## config.mk

```make
export PLATFORM = sky130hd
export DESIGN_NAME = ps2_key_sequencer_flat
export DESIGN_NICKNAME = d
export VERILOG_FILES = /design/src/rtl/ps2_key_sequencer_if.sv /design/src/rtl/ps2_key_sequencer.sv /design/src/flat_wrapper.sv
export SDC_FILE = /design/constraint.sdc
export NUM_CORES = 1
export LEC_CHECK = 0
export CORE_MARGIN = 8
export CORE_UTILIZATION = 39
export CTS_BUF_LIST = sky130_fd_sc_hd__clkbuf_8
export CTS_CLUSTER_DIAMETER = 30
export CTS_CLUSTER_SIZE = 28
export DETAILED_ROUTE_END_ITERATION = 10
export GPL_ROUTABILITY_DRIVEN = 1
export HOLD_SLACK_MARGIN = 0.1
export SLEW_MARGIN = 0
export SYNTH_ARGS = -nofsm -noshare
export SYNTH_HDL_FRONTEND = slang
export SYNTH_SLANG_ARGS = --single-unit
```

## constraint.sdc

```tcl
create_clock -name clk -period 7.6 [get_ports clk]
set_clock_uncertainty 0.15 [all_clocks]
set_input_delay 2.28 -clock clk [delete_from_list [all_inputs] [get_ports clk]]
set_output_delay 2.28 -clock clk [all_outputs]
set_load 0.02 [all_outputs]
```

## src/rtl/ps2_key_sequencer_if.sv

```systemverilog
// Key-event stream between the PS/2 key sequencer (master) and the keyboard logic (slave).
// Valid/ready handshake; the head event stays stable while valid is high and ready is low.
interface ps2_key_sequencer_if;
  logic       ev_valid;
  logic       ev_ready;
  logic [7:0] ev_code;
  logic       ev_ext;
  logic       ev_brk;

  modport master (output ev_valid, output ev_code, output ev_ext, output ev_brk, input ev_ready);
  modport slave  (input ev_valid, input ev_code, input ev_ext, input ev_brk, output ev_ready);
endinterface

```

## src/rtl/ps2_key_sequencer.sv

```systemverilog
// PS/2 scan-code set 2 sequencer: folds E0/F0 prefixes into key events, buffers them in a FWFT FIFO.
// Optional prefix timeout watchdog is built when PS2_TIMEOUT_EN is defined.
module ps2_key_sequencer #(
  parameter int FIFO_DEPTH  = 8,
  parameter int TIMEOUT_CYC = 100000
) (
  input  logic                          clk,
  input  logic                          reset,
  input  logic                          en,
  input  logic                          rx_done_tick,
  input  logic [7:0]                    rx_data,
  output logic                          rx_en,
  ps2_key_sequencer_if.master           ev,
  output logic [$clog2(FIFO_DEPTH):0]   fifo_count,
  output logic                          overflow,
  output logic                          proto_err,
  output logic                          timeout_err,
  input  logic                          err_clr
);

  localparam int AW = $clog2(FIFO_DEPTH);
  localparam int CW = AW + 1;

  if ((FIFO_DEPTH < 2) || ((FIFO_DEPTH & (FIFO_DEPTH - 1)) != 0) || (TIMEOUT_CYC < 2)) begin : g_bad_param
    $error("ps2_key_sequencer: FIFO_DEPTH must be a power of 2 >= 2 and TIMEOUT_CYC >= 2");
  end

  typedef enum logic [1:0] {
    ST_IDLE   = 2'd0,
    ST_EXT    = 2'd1,
    ST_BRK    = 2'd2,
    ST_EXTBRK = 2'd3
  } parse_t;

  typedef struct packed {
    logic       ext;
    logic       brk;
    logic [7:0] code;
  } ev_t;

  parse_t          state_r;
  parse_t          state_nx_s;
  parse_t          idle_nx_s;
  logic            idle_push_s;
  logic            push_s;
  ev_t             push_ev_s;
  logic            proto_s;
  logic            tmo_hit_s;
  logic            tmo_err_s;

  ev_t             mem_r [FIFO_DEPTH];
  logic [AW-1:0]   wr_ptr_r;
  logic [AW-1:0]   rd_ptr_r;
  logic [CW-1:0]   count_r;
  logic [CW-1:0]   count_nx_s;
  ev_t             head_r;
  ev_t             head_nx_s;
  logic            ev_valid_r;
  logic            full_s;
  logic            pop_s;
  logic            wr_s;
  logic            drop_s;

  logic            rx_en_r;
  logic            overflow_r;
  logic            proto_err_r;
  logic            timeout_err_r;

`ifdef PS2_TIMEOUT_EN
  localparam int TW = $clog2(TIMEOUT_CYC);
  logic [TW-1:0] tmo_cnt_r;

  assign tmo_hit_s = (state_r != ST_IDLE) && (tmo_cnt_r == TW'(TIMEOUT_CYC - 1));
  assign tmo_err_s = tmo_hit_s & ~rx_done_tick;

  // Prefix watchdog: counts while a prefix is pending, restarts on every received byte.
  always_ff @(posedge clk) begin
    if (reset) begin
      tmo_cnt_r <= '0;
    end else if (rx_done_tick || (state_r == ST_IDLE) || tmo_hit_s) begin
      tmo_cnt_r <= '0;
    end else begin
      tmo_cnt_r <= tmo_cnt_r + TW'(1);
    end
  end
`else
  assign tmo_hit_s = 1'b0;
  assign tmo_err_s = 1'b0;
`endif

  // How a byte is handled from IDLE; also reused when an illegal prefix forces a re-parse.
  always_comb begin
    idle_nx_s   = ST_IDLE;
    idle_push_s = 1'b0;
    case (rx_data)
      8'hE0:                idle_nx_s   = ST_EXT;
      8'hF0:                idle_nx_s   = ST_BRK;
      8'hFA, 8'hAA, 8'hEE:  idle_nx_s   = ST_IDLE;
      default:              idle_push_s = 1'b1;
    endcase
  end

  // Parse decode: next state, event to push and protocol error for the current byte.
  always_comb begin
    state_nx_s     = state_r;
    push_s         = 1'b0;
    push_ev_s.ext  = 1'b0;
    push_ev_s.brk  = 1'b0;
    push_ev_s.code = rx_data;
    proto_s        = 1'b0;
    if (rx_done_tick) begin
      case (state_r)
        ST_IDLE: begin
          state_nx_s = idle_nx_s;
          push_s     = idle_push_s;
        end
        ST_EXT: begin
          if (rx_data == 8'hF0) begin
            state_nx_s = ST_EXTBRK;
          end else if (rx_data == 8'hE0) begin
            state_nx_s = ST_EXT;
          end else begin
            state_nx_s    = ST_IDLE;
            push_s        = 1'b1;
            push_ev_s.ext = 1'b1;
          end
        end
        ST_BRK, ST_EXTBRK: begin
          if ((rx_data == 8'hE0) || (rx_data == 8'hF0)) begin
            proto_s    = 1'b1;
            state_nx_s = idle_nx_s;
            push_s     = idle_push_s;
          end else begin
            state_nx_s    = ST_IDLE;
            push_s        = 1'b1;
            push_ev_s.ext = (state_r == ST_EXTBRK);
            push_ev_s.brk = 1'b1;
          end
        end
        default: state_nx_s = ST_IDLE;
      endcase
    end else if (tmo_hit_s) begin
      state_nx_s = ST_IDLE;
    end else begin
      state_nx_s = state_r;
    end
  end

  // Parse state register.
  always_ff @(posedge clk) begin
    if (reset) begin
      state_r <= ST_IDLE;
    end else begin
      state_r <= state_nx_s;
    end
  end

  assign full_s     = (count_r == CW'(FIFO_DEPTH));
  assign pop_s      = ev_valid_r & ev.ev_ready;
  assign wr_s       = push_s & (~full_s | pop_s);
  assign drop_s     = push_s & full_s & ~pop_s;
  assign count_nx_s = count_r + CW'(wr_s) - CW'(pop_s);

  // Next head of the FIFO, so the event outputs can be registered while staying first-word-fall-through.
  always_comb begin
    head_nx_s = head_r;
    if (count_nx_s == '0) begin
      head_nx_s = '0;
    end else if (pop_s) begin
      if (count_r > CW'(1)) begin
        head_nx_s = mem_r[rd_ptr_r + AW'(1)];
      end else begin
        head_nx_s = push_ev_s;
      end
    end else if (count_r == '0) begin
      head_nx_s = push_ev_s;
    end else begin
      head_nx_s = head_r;
    end
  end

  // Event FIFO storage, pointers, occupancy and registered head.
  always_ff @(posedge clk) begin
    if (reset) begin
      wr_ptr_r   <= '0;
      rd_ptr_r   <= '0;
      count_r    <= '0;
      head_r     <= '0;
      ev_valid_r <= 1'b0;
    end else begin
      if (wr_s) begin
        mem_r[wr_ptr_r] <= push_ev_s;
        wr_ptr_r        <= wr_ptr_r + AW'(1);
      end
      if (pop_s) begin
        rd_ptr_r <= rd_ptr_r + AW'(1);
      end
      count_r    <= count_nx_s;
      head_r     <= head_nx_s;
      ev_valid_r <= (count_nx_s != '0);
    end
  end

  // Receive enable follows the occupancy the FIFO will have after this edge.
  always_ff @(posedge clk) begin
    if (reset) begin
      rx_en_r <= 1'b0;
    end else begin
      rx_en_r <= en & (count_nx_s < CW'(FIFO_DEPTH));
    end
  end

  // Sticky error flags; a new error in the clear cycle keeps the flag set.
  always_ff @(posedge clk) begin
    if (reset) begin
      overflow_r    <= 1'b0;
      proto_err_r   <= 1'b0;
      timeout_err_r <= 1'b0;
    end else if (err_clr) begin
      overflow_r    <= drop_s;
      proto_err_r   <= proto_s;
      timeout_err_r <= tmo_err_s;
    end else begin
      overflow_r    <= overflow_r | drop_s;
      proto_err_r   <= proto_err_r | proto_s;
      timeout_err_r <= timeout_err_r | tmo_err_s;
    end
  end

  assign rx_en       = rx_en_r;
  assign ev.ev_valid = ev_valid_r;
  assign ev.ev_code  = head_r.code;
  assign ev.ev_ext   = head_r.ext;
  assign ev.ev_brk   = head_r.brk;
  assign fifo_count  = count_r;
  assign overflow    = overflow_r;
  assign proto_err   = proto_err_r;
  assign timeout_err = timeout_err_r;

endmodule
```

## src/flat_wrapper.sv

```systemverilog
// flat-port wrapper written by rule: the top's interface ports become plain ports
module ps2_key_sequencer_flat 
#(
  parameter int FIFO_DEPTH  = 8,
  parameter int TIMEOUT_CYC = 100000
)
  (clk, reset, en, rx_done_tick, rx_data, rx_en, fifo_count, overflow, proto_err, timeout_err, err_clr, ev_ev_valid, ev_ev_code, ev_ev_ext, ev_ev_brk, ev_ev_ready);
  ps2_key_sequencer_if ev_i ();
  input  logic clk;
  input  logic reset;
  input  logic en;
  input  logic rx_done_tick;
  input  logic [7:0] rx_data;
  output logic rx_en;
  output logic [$clog2(FIFO_DEPTH):0] fifo_count;
  output logic overflow;
  output logic proto_err;
  output logic timeout_err;
  input  logic err_clr;
  output wire logic [$bits(ev_i.ev_valid)-1:0] ev_ev_valid;
  output wire logic [$bits(ev_i.ev_code)-1:0] ev_ev_code;
  output wire logic [$bits(ev_i.ev_ext)-1:0] ev_ev_ext;
  output wire logic [$bits(ev_i.ev_brk)-1:0] ev_ev_brk;
  input wire logic [$bits(ev_i.ev_ready)-1:0] ev_ev_ready;
  assign ev_ev_valid = ev_i.ev_valid;
  assign ev_ev_code = ev_i.ev_code;
  assign ev_ev_ext = ev_i.ev_ext;
  assign ev_ev_brk = ev_i.ev_brk;
  assign ev_i.ev_ready = ev_ev_ready;
  ps2_key_sequencer #(.FIFO_DEPTH(FIFO_DEPTH), .TIMEOUT_CYC(TIMEOUT_CYC)) u_core (.clk(clk), .reset(reset), .en(en), .rx_done_tick(rx_done_tick), .rx_data(rx_data), .rx_en(rx_en), .ev(ev_i), .fifo_count(fifo_count), .overflow(overflow), .proto_err(proto_err), .timeout_err(timeout_err), .err_clr(err_clr));
endmodule
```

# Word-level counts from Yosys, hierarchy flattened
# Memories as Yosys holds them, arrays and structs flattened.
# Index checks and enable logic that the tools add are counted.
# word_totals
regBits	26
mem_bits_rw	80
input_bits	14
out_inout_bits	19
elab_cells	72
mem_count	1
# op_classes
add_sub_neg	4
magnitude_cmp	2
eq_ne	9
muxes	26
bitwise_logic	10
reduce_logical	9
# memory_table
memory	depth	width	read_ports	rd_ports_with_merged_regs	write_ports	line	source
u_core.mem_r	8	10	1	0	1	ps2_key_sequencer.sv:51	ev_t mem_r [FIFO_DEPTH];
# op_table
operator	count
8-bit equality test, second input constant	5
10-bit 2-to-1 mux	3
1-bit 2-to-1 mux	15
4-bit logical NOT	2
2-bit 2-to-1 mux	4
3-bit by 1-bit adder with 3-bit output, second input constant	2
2-bit one-hot mux with 3 select lines	1
1-bit AND	5
5-bit OR reduction	1
4-bit by 1-bit adder with 4-bit output	1
2-bit equality test, second input constant	2
4-bit equality test, second input constant	1
4-bit by 1-bit > comparator with 1-bit output, second input constant	1
4-bit less-than comparator, second input constant	1
2-bit one-hot mux with 2 select lines	1
4-bit nonzero test	1
2-bit OR reduction	2
4-bit by 1-bit subtractor with 4-bit output	1
1-bit OR	3
1-bit one-hot mux with 3 select lines	1
2-bit by 1-bit equality test with 1-bit output, second input constant	1
2-bit logical NOT	1
1-bit inverter	2
1-bit one-hot mux with 2 select lines	1
2 further kinds	2

# Logic depth before layout (Yosys ltp)
# depth
depth_word	11
ltp_mapped	12
ltp_nobuf	12

# Worst setup path before layout
# No wires, ideal clock.
# synth_timing
kind	input to register
from	input rx_data[2]
to	register u_core.head_r, in the netlist u_core.ev.ev_code[0]
setup_time_ns	0.117
arrival_ns	4.704
required_time_ns	7.333
slack_ns	2.629
stages	11
path_buffers	0
cell_sequence	nor4b_1 a211oi_2 o21bai_2 inv_1 ha_1 fa_1 xnor2_1 nand3_1 mux2i_1 nor3b_2 a22o_1
# synth_between
elab_chain_len	11
word_cells_on_any_way	18
cone_classes	add/sub: 2; eq/ne: 5; mux: 6; bitwise: 1; reduce/logical: 4
# synth_rtl
element	line	source
start, declared	flat_wrapper.sv:13	input logic [7:0] rx_data;
8-bit equality test (on tied branches)	-	
5-bit OR reduction (no source line)	-	
1-bit 2-to-1 mux	ps2_key_sequencer.sv:95	case (rx_data)
1-bit 2-to-1 mux	ps2_key_sequencer.sv:129	if ((rx_data == 8'hE0) || (rx_data == 8'hF0)) begin
1-bit one-hot mux with 3 select lines (*)	ps2_key_sequencer.sv:112	case (state_r)
1-bit 2-to-1 mux (*)	ps2_key_sequencer.sv:111	if (rx_done_tick) begin
1-bit AND (*)	ps2_key_sequencer.sv:160	assign wr_s = push_s & (~full_s | pop_s);
4-bit by 1-bit adder with 4-bit output (*)	ps2_key_sequencer.sv:162	assign count_nx_s = count_r + CW'(wr_s) - CW'(pop_s);
4-bit by 1-bit subtractor with 4-bit output (*)	ps2_key_sequencer.sv:162	
4-bit logical NOT (*)	ps2_key_sequencer.sv:167	if (count_nx_s == '0) begin
2-bit OR reduction (no source line) (*)	-	
end signal, assigned	ps2_key_sequencer.sv:199	head_r <= head_nx_s;
end, declared	ps2_key_sequencer.sv:56	ev_t head_r;
# Every way passes the cells marked *; elsewhere a longest branch is shown, timed or not.
# A chain may end at the register's enable or synchronous reset.

# Worst setup path after layout
# Same ends and word-level chain as after synthesis.

==> impl_results.md <==
* Initial antenna violation count at 0
* Largest stage delay, worst path at 0.62 ns
* Final period utilization at 0.767
* Synth Area in XOR/XNOR at 0.0101
* Post-CTS setup buffers at 0
* RSZ-0062 raised after global routing: false
* Storage element area at 2920 um^2
* Cell taking the most area after synthesis: edfxtp_1
* Area taken by multi-input logic gates at 1370 um^2
* Post-Syn Area at 4340 um^2
* Comb power frac at 0.323
* Total core area at 10800 um^2
* Die ar. at 14800 um^2
* Adder-Cell Fraction of Synth Area at 0.0277
* Simple-gate area share of the yosys netlist at 0.0770
* Leakage at 0.00165 uW
* Commonest non-fill, non-tap cells in the layout: edfxtp_1, clkdlybuf4s50_1, dfxtp_1
* CP top delay family: simple AND/OR/NAND/NOR gates
* YS warnings at 0
* Library cells used by synthesis at 43
* Post-synthesis compound-gate area fraction at 0.0620
* Area grow syn2layout at 15.9%
* Final #Nets at 333
* Worst min path class: reg -> reg
* VDD IR max at 0.107 mV
* H-tree depth at 3
* Finished Layout Cells at 455
* Drt initial violations at 174
* CTS tree: yes
* Die height at 121 um
* Critical Path Source Type: input pin
* Synth async-reset ratio at 0
* Top cells by area in the synthesized netlist: edfxtp_1, dfxtp_1, mux4_2, ha_1, mux2i_1
* First-pass GRT wire length at 14100 um
* Initial Util at 0.400
* Synthesis-stage register bit count at 106
* CTS Hold Bufs at 0
* Power per standard cell area at 309 nW/um^2
* Max-Cap Viols at 0
* Share of the synthesized area in the top cell type at 0.553
* Worst-skew pair later-pin latency at 0.37 ns
* Maximum clock rate at 172 MHz
* Placed cells at 439
* CTS sink cnt at 106
* Fill cells at 958
* Clock root buffer master: clkbuf_8
* Crit. End Element: register
* Routed len/inst at 20.1 um
* Critical path fanouts, max at 13
* CP Buf/Inv Count at 2
* Mux contribution to synthesized area at 0.129
* Sw power at 510 uW
* Seq/Total Area, Yosys at 0.673
* Post-synth EDFFs at 80
* Antenna Violating Nets Remaining at 0
* Setup CP Type: in -> reg
* Commonest non-fill, non-tap cell in the layout: edfxtp_1
* Post-cts sizing count at 0
* Overflow after GRT at 0
* Slew Limit Headroom at 0.329
* Clock Path Buffers at 2
* Vias per cell at 5.17
* Fin crit period at 5.83 ns
* Clock slew at reported path FFs at 0.10 ns
* Critical path required time at 7.70 ns
* Largest net degree at the start of global routing at 23
* Largest family of logic cells by synthesized area: multiplexers
* Final wirelength at 9130 um
* GPL Wtd Cong at 0.760
* Slowest-stage cell, CP: nor4b_1
* Cells along the critical path: clkdlybuf4s50_1 -> nor4b_1 -> a211oi_2 -> o21bai_2 -> inv_1 -> ha_1 -> fa_1 -> xnor2_1 -> nand3_1 -> mux2i_1 -> nor3b_2 -> a22o_1
* Router iterations before antenna repair at 4
* Slew @ Worst Pin at 1.00 ns
* Fin. Hold Viols at 0
* Die W at 121 um
* N_diodes at 0
* DP Wirelength at 5810 um
* CTS Buf Count at 9
* # IOs at 33
* Finish-stage setup viols at 0
* DRC at 0
* FP Rows at 38
* Status: finished, final reports clean
* Final Max Tran Viols at 0
* Final setup TNS at 0 ns
* Flop pwr share at 0.468
* Number of buffers added on ports at 31
* Top_reg_cell synth: edfxtp_1
* Switch share at 0.328
* Vias at 2352
* Share of layout cells above drive strength 1 at 0.149
* Syn avg cell area at 15.8 um^2
* Clock power frac at 0.209
* Critical path arrival at 5.93 ns
* Cells after Synth at 274
* Syn Nets at 297
* Int Pwr at 1040 uW
* Vias in the first global route at 2460
* Total Routing Usage GR at 0.129
==> registers in the layout (all words and copies together), names as in the netlist <==
register	cells
u_core.ev.ev_brk	1
u_core.ev.ev_valid	1
u_core.ev.ev_code	8
u_core.fifo_count	4
u_core.rd_ptr_r	3
u_core.ev.ev_ext	1
u_core.overflow	1
u_core.proto_err	1
u_core.wr_ptr_r	3
u_core.state_r	2
u_core.mem_r	80
u_core.rx_en	1
==> power by group through the flow <==
stage / registers [uW] / logic [uW] / clock network (uW)
after floorplan: 775 / 283 / 0
after global routing: 735 / 551 / 351
after global placement: 740 / 501 / 0
final: 728 / 502 / 324
after detailed placement: 740 / 506 / 0
after CTS: 728 / 508 / 332
==> synth_stat cells (5+ instances only) <==
| cell type | number |
|---|---|
| dfxtp_1 | 26 |
| nor2_1 | 21 |
| mux4_2 | 20 |
| edfxtp_1 | 80 |
| and3_1 | 10 |
| a21oi_1 | 17 |
| mux2i_1 | 10 |
| nand2_1 | 10 |
| a22o_1 | 8 |
| inv_1 | 12 |
| ha_1 | 8 |
| clkbuf_1 | 5 |
==> cell families after synthesis <==
group | after synthesis
xor+xnor | 5
simple gates | 61
flops | 106
compound gates | 40
fa+ha+maj | 9
mux | 31
buf+inv | 21
other cells | 1
==> area by class of cell <==
type,count,area share
Timing Repair Buffer,34,0.0662
Clock buffer,9,0.0246
Tap cell,140,0.0348
Inverter,12,0.00896
Sequential cell,106,0.581
Multi-Input combinational cell,147,0.272
Clock inverter,7,0.0117
==> through the flow <==
step	instance area, um^2	setup WS, ns	hold WS, ns	utilization	power (uW)
3_5_place_dp	4850	1.40	0.311	0.447	1250
6_report	5030	1.77	0.321	0.464	1550
5_1_grt	5030	1.43	0.348	0.464	1640
4_1_cts	5030	1.78	0.326	0.464	1570
3_3_place_gp	4850	1.57	0.297	0.447	1240
2_1_floorplan	4340	2.63	0.290	-	1060
==> path summary, 6_finish.rpt <==
path | start | endpoint | slack [ns] | cells past startpoint
min reg2reg | u_core.rd_ptr_r[1]$_SDFFE_PP0P_ | u_core.rd_ptr_r[1]$_SDFFE_PP0P_ | 0.32 | 2
min | u_core.rd_ptr_r[1]$_SDFFE_PP0P_ | u_core.rd_ptr_r[1]$_SDFFE_PP0P_ | 0.32 | 2
max | rx_data[2] | u_core.ev.ev_code[0]$_SDFFE_PP0P_ | 1.77 | 12
max reg2reg | u_core.state_r[1]$_SDFFE_PP0P_ | u_core.ev.ev_code[0]$_SDFFE_PP0P_ | 4.12 | 11
==> worst min-delay path: stages (launching register included) <==
cell     delay (ns)
dfxtp_1        0.33
nand2_1        0.05
a21oi_1        0.05
==> layer usage <==
layer,vias up,track usage,share of wire
met3,11,0.0219,0.042
met4,0,0.0532,0.016
li1,1128,-,-
met5,-,0,0
met1,1164,0.168,0.45
met2,49,0.209,0.49
Power figures use the tool's default switching activity.
